===== src/rtl/elevator_request_latch.sv =====
// Button front end: sync, debounce and latch hall/cab requests; registered summaries.
// Optional CAB_CANCEL_EN: a repeat cab press on a lit button cancels it.
module elevator_request_latch #(
   parameter int N               = 5,
   parameter int FLOOR_W         = 3,
   parameter int DEBOUNCE_CYCLES = 4
) (
   input  logic               board_clk,
   input  logic               rst_n,
   input  logic [N:1]         request_up_button,
   input  logic [N:1]         request_down_button,
   input  logic [N:1]         input_floor_button,
   input  logic [FLOOR_W-1:0] current_floor,
   input  logic               clear_valid,
   input  logic [FLOOR_W-1:0] clear_floor,
   input  logic [1:0]         clear_dir,
   output logic [N:1]         led_up,
   output logic [N:1]         led_down,
   output logic [N:1]         led_cab,
   output logic               pending_above,
   output logic               pending_below,
   output logic               pending_here_up,
   output logic               pending_here_down,
   output logic               any_pending
);

   localparam int B     = 3 * N;
   localparam int CNT_W = $clog2(DEBOUNCE_CYCLES + 1);
   localparam logic [CNT_W-1:0] CNT_MAX = CNT_W'(DEBOUNCE_CYCLES);
   localparam logic [N:1] UP_OK = {1'b0, {(N-1){1'b1}}};
   localparam logic [N:1] DN_OK = {{(N-1){1'b1}}, 1'b0};

   logic [B-1:0]     raw;
   logic [B-1:0]     s1;
   logic [B-1:0]     s2;
   logic [B-1:0]     deb;
   logic [B-1:0]     deb_q;
   logic [B-1:0]     armed;
   logic [B-1:0]     acc;
   logic [CNT_W-1:0] cnt [B];
   logic [1:0]       vld;

   logic [N:1] acc_up;
   logic [N:1] acc_dn;
   logic [N:1] acc_cab;
   logic [N:1] up_nx;
   logic [N:1] dn_nx;
   logic [N:1] cab_nx;
   logic       above_nx;
   logic       below_nx;
   logic       here_up_nx;
   logic       here_dn_nx;
   logic       any_nx;

   assign raw = {input_floor_button, request_down_button, request_up_button};

   // A bit only arms once its synchronised level has been seen low after
   // reset, so a button held through reset must be released first.
   always_comb begin
      deb = '0;
      acc = '0;
      for (int i = 0; i < B; i++) begin
         deb[i] = (cnt[i] == CNT_MAX);
         acc[i] = deb[i] & ~deb_q[i] & armed[i];
      end
   end

   assign acc_up  = acc[N-1:0] & UP_OK;
   assign acc_dn  = acc[2*N-1:N] & DN_OK;
   assign acc_cab = acc[3*N-1:2*N];

   always_ff @(posedge board_clk) begin
      if (!rst_n) begin
         s1    <= '0;
         s2    <= '0;
         deb_q <= '0;
         armed <= '0;
         vld   <= '0;
         for (int i = 0; i < B; i++) cnt[i] <= '0;
      end else begin
         s1    <= raw;
         s2    <= s1;
         deb_q <= deb;
         vld   <= {vld[0], 1'b1};
         armed <= armed | ({B{vld[1]}} & ~s2);
         for (int i = 0; i < B; i++) begin
            if (!s2[i])
               cnt[i] <= '0;
            else if (cnt[i] != CNT_MAX)
               cnt[i] <= cnt[i] + 1'b1;
         end
      end
   end

   // Set wins over a same-cycle clear; cancel (if enabled) beats both.
   always_comb begin
      up_nx      = '0;
      dn_nx      = '0;
      cab_nx     = '0;
      above_nx   = 1'b0;
      below_nx   = 1'b0;
      here_up_nx = 1'b0;
      here_dn_nx = 1'b0;
      any_nx     = 1'b0;
      for (int f = 1; f <= N; f++) begin
         logic hit;
         logic req;
         hit = clear_valid && (clear_floor == FLOOR_W'(f));
         up_nx[f] = acc_up[f] | (led_up[f] & ~(hit & clear_dir[0]));
         dn_nx[f] = acc_dn[f] | (led_down[f] & ~(hit & clear_dir[1]));
`ifdef CAB_CANCEL_EN
         cab_nx[f] = acc_cab[f] ? ~led_cab[f] : (led_cab[f] & ~hit);
`else
         cab_nx[f] = acc_cab[f] | (led_cab[f] & ~hit);
`endif
         req = up_nx[f] | dn_nx[f] | cab_nx[f];
         any_nx = any_nx | req;
         if (FLOOR_W'(f) > current_floor) above_nx = above_nx | req;
         if (FLOOR_W'(f) < current_floor) below_nx = below_nx | req;
         if (FLOOR_W'(f) == current_floor) begin
            here_up_nx = up_nx[f] | cab_nx[f];
            here_dn_nx = dn_nx[f] | cab_nx[f];
         end
      end
   end

   always_ff @(posedge board_clk) begin
      if (!rst_n) begin
         led_up            <= '0;
         led_down          <= '0;
         led_cab           <= '0;
         pending_above     <= 1'b0;
         pending_below     <= 1'b0;
         pending_here_up   <= 1'b0;
         pending_here_down <= 1'b0;
         any_pending       <= 1'b0;
      end else begin
         led_up            <= up_nx;
         led_down          <= dn_nx;
         led_cab           <= cab_nx;
         pending_above     <= above_nx;
         pending_below     <= below_nx;
         pending_here_up   <= here_up_nx;
         pending_here_down <= here_dn_nx;
         any_pending       <= any_nx;
      end
   end

endmodule

===== config.mk =====
export PLATFORM = sky130hd
export DESIGN_NAME = elevator_request_latch
export DESIGN_NICKNAME = d
export VERILOG_FILES = /design/src/rtl/elevator_request_latch.sv
export SDC_FILE = /design/constraint.sdc
export NUM_CORES = 1
export LEC_CHECK = 0
export ABC_AREA = 1
export CAP_MARGIN = 0
export CORE_UTILIZATION = 24
export DETAILED_ROUTE_END_ITERATION = 16
export GPL_TIMING_DRIVEN = 1
export MAX_ROUTING_LAYER = met4
export PLACE_DENSITY = 0.4
export SLEW_MARGIN = 25
export SYNTH_ARGS = -nofsm -noshare
export SYNTH_HDL_FRONTEND = slang
export SYNTH_SLANG_ARGS = --single-unit

===== constraint.sdc =====
create_clock -name board_clk -period 2.15 [get_ports board_clk]
set_input_delay 0.3225 -clock board_clk [delete_from_list [all_inputs] [get_ports board_clk]]
set_output_delay 0.3225 -clock board_clk [all_outputs]
set_load 0.005 [all_outputs]

==> impl_metrics.py, run 1 <==
metrics = {
    "logic_synthesis": {
        "synth_area_leaders": "dfxtp_1 31%, edfxtp_1 25%, nand2_1 8.5%",
        "synth_edf_count": 39,
        "synth-seq-area-share_pct": 55.5,
        "synth-main-ff-cell": "dfxtp_1",
        "yosysUniqueCellTypes": 25,
        "synth_commonest_cells": "108 x nand2_1, 106 x inv_1, 105 x nor2_1",
        "avgSynthCellArea_sq_um": 8.58,
        "synthArstFlopShare_pct": 0,
        "synth.largest_area_cell": "dfxtp_1",
        "yosys_warnings": 0,
        "syn_area_sq_um": 4780,
        "synth_top_area_share_pct": 31.0,
        "ys_seq_elements": 113,
        "syn_nets": 609,
        "synth.most_common_cell": "nand2_1",
        "syn-instance-count": 557,
    },
    "clock_network": {
        "postCtsSetupBuffers": 0,
        "cts_resized": 0,
        "clk_latency_ns": 0.42,
        "cts_sinks": 113,
        "clockRootBuffer": "clkbuf_16",
        "cts.path.max_buffers": 2,
        "ctsHoldBuffers": 0,
        "cts_max_level": 4,
        "cts_buffers": 17,
        "cts_tree": "done",
        "path_clk_slew_ns": 0.05,
    },
    "floorplan": {
        "dieArea_sq_um": 20500,
        "num_rows": 51,
        "io_pins": 46,
        "dieHeight_um": 143,
        "coreArea_sq_um": 19500,
        "die_w_um": 143,
        "initial_core_util_pct": 24.5,
    },
    "sta": {
        "min_period_ns": 1.69,
        "max_freq_mhz": 592,
        "tns_ns": 0,
        "rsz0062_at_grt": "false",
        "slew_viol_final": 0,
        "skew_ns": 0.00740,
        "setup_viol": 0,
        "period_share_pct": 78.6,
        "worstMarginPinSlew_ns": 0.640,
        "relSlewSlack_pct": 57.3,
        "hold_viol": 0,
    },
    "finish": {
        "layout.cells.non_filler": 893,
        "nets": 667,
        "fin_util_pct": 31.8,
        "drive_above_1_share_pct": 8.28,
        "syn2layout_area_growth_pct": 29.7,
        "n_antenna_cell": 0,
    },
    "placement": {
        "dp_hpwl_um": 7220,
        "placed_cells": 861,
        "portBuffers": 43,
        "globalplace.congestion": 0.768,
    },
    "power": {
        "clkPwrFrac_pct": 56.1,
        "p_sw_share_pct": 19.3,
        "internal_power_mw": 4.52,
        "p_switching_mw": 1.08,
        "p_per_area_nw_per_um2": 904,
        "power_frac_seq_pct": 40.7,
        "p_leak_nw": 2.78,
        "ir_drop_mv": 0.539,
        "combPwrFrac_pct": 3.2,
        "p_total_mw": 5.60,
    },
    "worst_setup_path": {
        "arrival_ns": 1.37,
        "worstSetupPathType": "flop to output port",
        "critPathLaunchType": "flop",
        "cpPeakStageDelay_ns": 0.54,
        "cp_max_fo": 3,
        "required_ns": 1.83,
        "crit_path_end_kind": "output port",
        "path_delay_family": "buffers and inverters",
        "critPathBufInv": 1,
        "path_cells": "clkdlybuf4s50_1",
        "critPathSlowestCell": "clkdlybuf4s50_1",
    },
    "global_route": {
        "grt_pass1_wl_um": 16500,
        "overflow": 0,
        "antenna_found_initial": 0,
        "grt_pass1_vias": 3486,
        "grt_usage_pct": 11.3,
        "grt_max_degree": 45,
    },
    "worst_hold_path": {
        "hold_path_class": "input port to flop",
    },
    "drt": {
        "vias": 3454,
        "antenna_left": 0,
        "drtIter0Drc": 188,
        "routed_via_density": 3.87,
        "drt-pass1-iter-count": 4,
        "avgRoutedWirePerCell_um": 10.9,
        "routed_wl_um": 9740,
        "drc": 0,
    },
    "run": {
        "cap_viol_max_count": 0,
    },
    "run_status": {
        "status": "complete, no violations",
    },
}
cell usage in the layout (no fill, tap or decap), types with 2 or more instances in the layout:
cell type        netlist  final
nand2_2                3      3
o21ai_1                3      3
clkbuf_1               8      3
clkbuf_16              0     17
nor2_1               105    105
nand3_1               25     25
clkinvlp_4             0      2
ha_1                  26     26
nor2_2                 2      2
nor3_1                 4      4
bufinv_16              0      6
inv_1                106    106
o21ai_0                5      5
edfxtp_1              39     39
a21oi_1               21     21
clkinv_2               1      4
buf_4                  0      5
clkdlybuf4s50_1        0     42
nor2_4                 2      2
a21oi_2                5      5
dfxtp_1               74     74
nand2_1              108    108
xnor2_1               13     13
worst reg2reg max path, stage by stage, from the launching register on:
cell and delay [ns]:
edfxtp_1 0.41, inv_1 0.09, ha_1 0.14, nand2_1 0.09, nor3_1 0.22, a21oi_2 0.06, buf_4 0.15, nand2_1 0.09
nand2_1 0.05, nand3_1 0.09, nand2_1 0.06, a21oi_1 0.12
sequential cells by signal, summed over array words and instances, names as in the netlist:
signal / cells
any_pending: 1
armed: 13
cnt: 39
deb_q: 13
led_cab: 5
led_down: 5
led_up: 5
pending_above: 1
pending_below: 1
pending_here_down: 1
pending_here_up: 1
s1: 13
s2: 13
vld: 2
power groups by stage:
| stage | Clock (mW) | Combinational, mW | Sequential [mW] |
|---|---|---|---|
| after floorplan | 0 | 0.108 | 2.31 |
| after global placement | 0 | 0.183 | 2.32 |
| after detailed placement | 0 | 0.185 | 2.32 |
| after CTS | 3.23 | 0.186 | 2.28 |
| after global routing | 3.32 | 0.210 | 2.28 |
| final | 3.14 | 0.180 | 2.28 |
per-stage QoR:
stage / setup WS, ns / hold WS [ns] / instance area [sq um]
finish: 0.460 / 0.340 / 6200
detailed placement: 0.0573 / 0.395 / 5540
floorplan: 0.743 / 0.350 / 4780
CTS: 0.430 / 0.340 / 6200
global placement: 0.0591 / 0.394 / 5540
global route: 0.273 / 0.356 / 6200
layer usage:
metal / up-vias / track usage [%] / share of wire [%]
li1: 1818 / - / -
met1: 1555 / 13.0 / 48
met2: 60 / 17.5 / 46
met3: 21 / 3.35 / 4.3
met4: 0 / 6.28 / 2.5
met5: - / - / 0
path summary, 6_finish.rpt:
kind | depth (start not counted) | endpoint | slack [ns] | from
setup / recovery | 1 | led_cab[4] | 0.46 | led_cab[4]$_SDFF_PN0_
hold / removal | 2 | vld[0]$_DFF_P_ | 0.34 | rst_n
setup reg to reg | 11 | pending_below$_SDFF_PN0_ | 0.51 | cnt[1][0]$_SDFFCE_PN0P_
hold reg to reg | 2 | s2[9]$_SDFF_PN0_ | 0.41 | s1[9]$_SDFF_PN0_
kinds of logic after synthesis:
family | Yosys count | synth area share [%]
AND/OR/NAND/NOR | 251 | 21.2
buffers and inverters | 119 | 9.74
flip-flops | 113 | 55.5
AO/OA/AOI/OAI | 35 | 4.30
adder cells (fa/ha/maj) | 26 | 6.81
XOR/XNOR | 13 | 2.38
cell type report:
class,instances,area [sq um]
fill,2044,13300
sequential,113,2650
multi-input combinational,325,1660
timing repair buffer,49,483
clock buffer,21,450
inverter,109,410
tap,265,332
clock inverter,11,210
Power figures use the tool's default switching activity.
==> run 2: changes to the inputs <==
--- a/config.mk
+++ b/config.mk
@@ -11,7 +11,7 @@
 export DETAILED_ROUTE_END_ITERATION = 16
 export GPL_TIMING_DRIVEN = 1
 export MAX_ROUTING_LAYER = met4
-export PLACE_DENSITY = 0.4
+export PLACE_DENSITY = 0.41
 export SLEW_MARGIN = 25
 export SYNTH_ARGS = -nofsm -noshare
 export SYNTH_HDL_FRONTEND = slang
==> constraint.sdc (replaced) <==
create_clock -name board_clk -period 1.4 [get_ports board_clk]
set_input_delay 0.21 -clock board_clk [delete_from_list [all_inputs] [get_ports board_clk]]
set_output_delay 0.21 -clock board_clk [all_outputs]
set_load 0.005 [all_outputs]
==> impl_metrics.py, run 2 (same netlist as run 1, synthesis figures left out) <==
metrics = {
    "drt": {
        "drtIter0Drc": 128,
        "drt-pass1-iter-count": 4,
        "routed_wl_um": 10900,
        "routed_via_density": 3.86,
        "avgRoutedWirePerCell_um": 11.2,
        "antenna_left": 0,
        "vias": 3755,
        "drc": 0,
    },
    "global_route": {
        "overflow": 0,
        "grt_max_degree": 38,
        "grt_usage_pct": 12.1,
        "grt_pass1_wl_um": 18000,
        "grt_pass1_vias": 3796,
        "antenna_found_initial": 0,
    },
    "power": {
        "clkPwrFrac_pct": 49.8,
        "p_per_area_nw_per_um2": 1110,
        "combPwrFrac_pct": 4.7,
        "p_sw_share_pct": 21.6,
        "p_switching_mw": 1.66,
        "power_frac_seq_pct": 45.5,
        "p_total_mw": 7.67,
        "ir_drop_mv": 0.794,
        "p_leak_nw": 3.28,
        "internal_power_mw": 6.01,
    },
    "floorplan": {
        "dieHeight_um": 143,
        "initial_core_util_pct": 24.5,
        "dieArea_sq_um": 20500,
        "die_w_um": 143,
        "io_pins": 46,
        "num_rows": 51,
        "coreArea_sq_um": 19500,
    },
    "placement": {
        "dpl_cell_area_sq_um": 6040,
        "portBuffers": 43,
        "dp_hpwl_um": 7850,
        "globalplace.congestion": 0.815,
    },
    "run_status": {
        "status": "complete, but fails checks",
        "violations": "negative setup slack",
    },
    "sta": {
        "period_share_pct": 107,
        "skew_ns": 0.00653,
        "rsz0062_at_grt": "true",
        "layout_setup_ws_ns": -0.0957,
        "relSlewSlack_pct": 79.8,
        "min_period_ns": 1.50,
        "hold_viol": 0,
        "whs_ns": 0.198,
        "max_freq_mhz": 669,
        "slew_viol_final": 0,
        "worstMarginPinSlew_ns": 0.302,
        "setup_viol": 5,
    },
    "finish": {
        "final_common_cell": "inv_1",
        "top_register": "cnt",
        "syn2layout_area_growth_pct": 45.3,
        "fin_util_pct": 35.7,
        "n_antenna_cell": 0,
        "final_cell_mix": "103 x inv_1, 92 x nor2_1, 84 x buf_4, 79 x nand2_1, 61 x dfxtp_1",
        "fill_cells": 2023,
        "drive_above_1_share_pct": 29.9,
        "largest_register_ffs": 39,
        "stdcell_area_sq_um": 6940,
        "nets": 749,
    },
    "worst_setup_path": {
        "required_ns": 1.70,
        "cpPeakStageDelay_ns": 0.33,
        "critPathSlowestCell": "edfxtp_1",
        "worstSetupPathType": "flop to flop",
        "crit_path_end_kind": "flop",
        "cp_max_fo": 3,
        "critPathLaunchType": "flop",
        "arrival_ns": 1.80,
        "path_cells": "inv_1, ha_1, nand2_2, inv_1, nand2_2, nand3_1, nor2_1, nand2_1, nor2_4, nand2_1, nand2_1, inv_1",
    },
    "clock_network": {
        "cts_max_level": 4,
        "clk_latency_ns": 0.41,
        "path_clk_slew_ns": 0.05,
        "cts_sinks": 113,
        "cts.path.max_buffers": 2,
        "cts_tree": "done",
        "clockRootBuffer": "clkbuf_16",
        "cts_buffers": 17,
        "ctsHoldBuffers": 0,
    },
    "worst_hold_path": {
        "hold_path_class": "input port to flop",
    },
    "run": {
        "cap_viol_max_count": 0,
    },
}
==> run 2: layer usage <==
layer  wire [um]  track usage [%]  vias to the layer above
li1            -                -                     1977
met1        5130             14.2                     1714
met2        5270             19.5                       47
met3         325             3.32                       17
met4         219             4.98                        0
met5           0                -                        -
==> run 2: worst paths after layout <==
kind,to,from,slack (ns),cells after the start
setup reg to reg,any_pending$_SDFF_PN0_,cnt[1][3]$_SDFFCE_PN0P_,-0.1,12
hold reg to reg,s2[12]$_SDFF_PN0_,s1[12]$_SDFF_PN0_,0.41,2
hold / removal,vld[0]$_DFF_P_,rst_n,0.20,2
setup / recovery,any_pending$_SDFF_PN0_,cnt[1][3]$_SDFFCE_PN0P_,-0.1,12
==> run 2: worst max-delay path, delay by kind of cell (launching register included) <==
family | cells | cell delay, ns
fa+ha+maj | 1 | 0.20
simple gates | 8 | 0.71
flops | 1 | 0.33
buf+inv | 3 | 0.15
==> run 2: timing repair <==
action                                  4_1_cts  5_1_grt
pin swaps                                    21       25
resized for setup                            73       43
endpoints found under the setup margin       25       34
setup buffers                                15        8
==> run 2: per-stage QoR <==
stage	TNS, ns	std cells	worst slack, ns
3_5_place_dp	-4.12	925	-0.535
4_1_cts	-0.320	969	-0.114
6_report	-0.327	974	-0.0957
2_1_floorplan	0	557	0.000109
5_1_grt	-1.07	974	-0.252
3_3_place_gp	-3.87	925	-0.542
==> run 2: power by group through the flow <==
stage                     Combinational, mW  Clock, mW  Sequential, mW
after floorplan                       0.167          0            3.55
after CTS                             0.356       3.95            3.48
final                                 0.360       3.82            3.49
after detailed placement              0.343          0            3.55
after global placement                0.340          0            3.55
after global routing                  0.408       4.12            3.49
==> run 2: final cells by class <==
class	instances	area, sq um	area share [%]
clock inverter	12	93.8	1.35
sequential	113	2670	38.5
multi-input combinational	325	1900	27.4
tap	265	332	4.78
clock buffer	19	433	6.24
timing repair buffer	131	1100	15.8
inverter	109	410	5.91
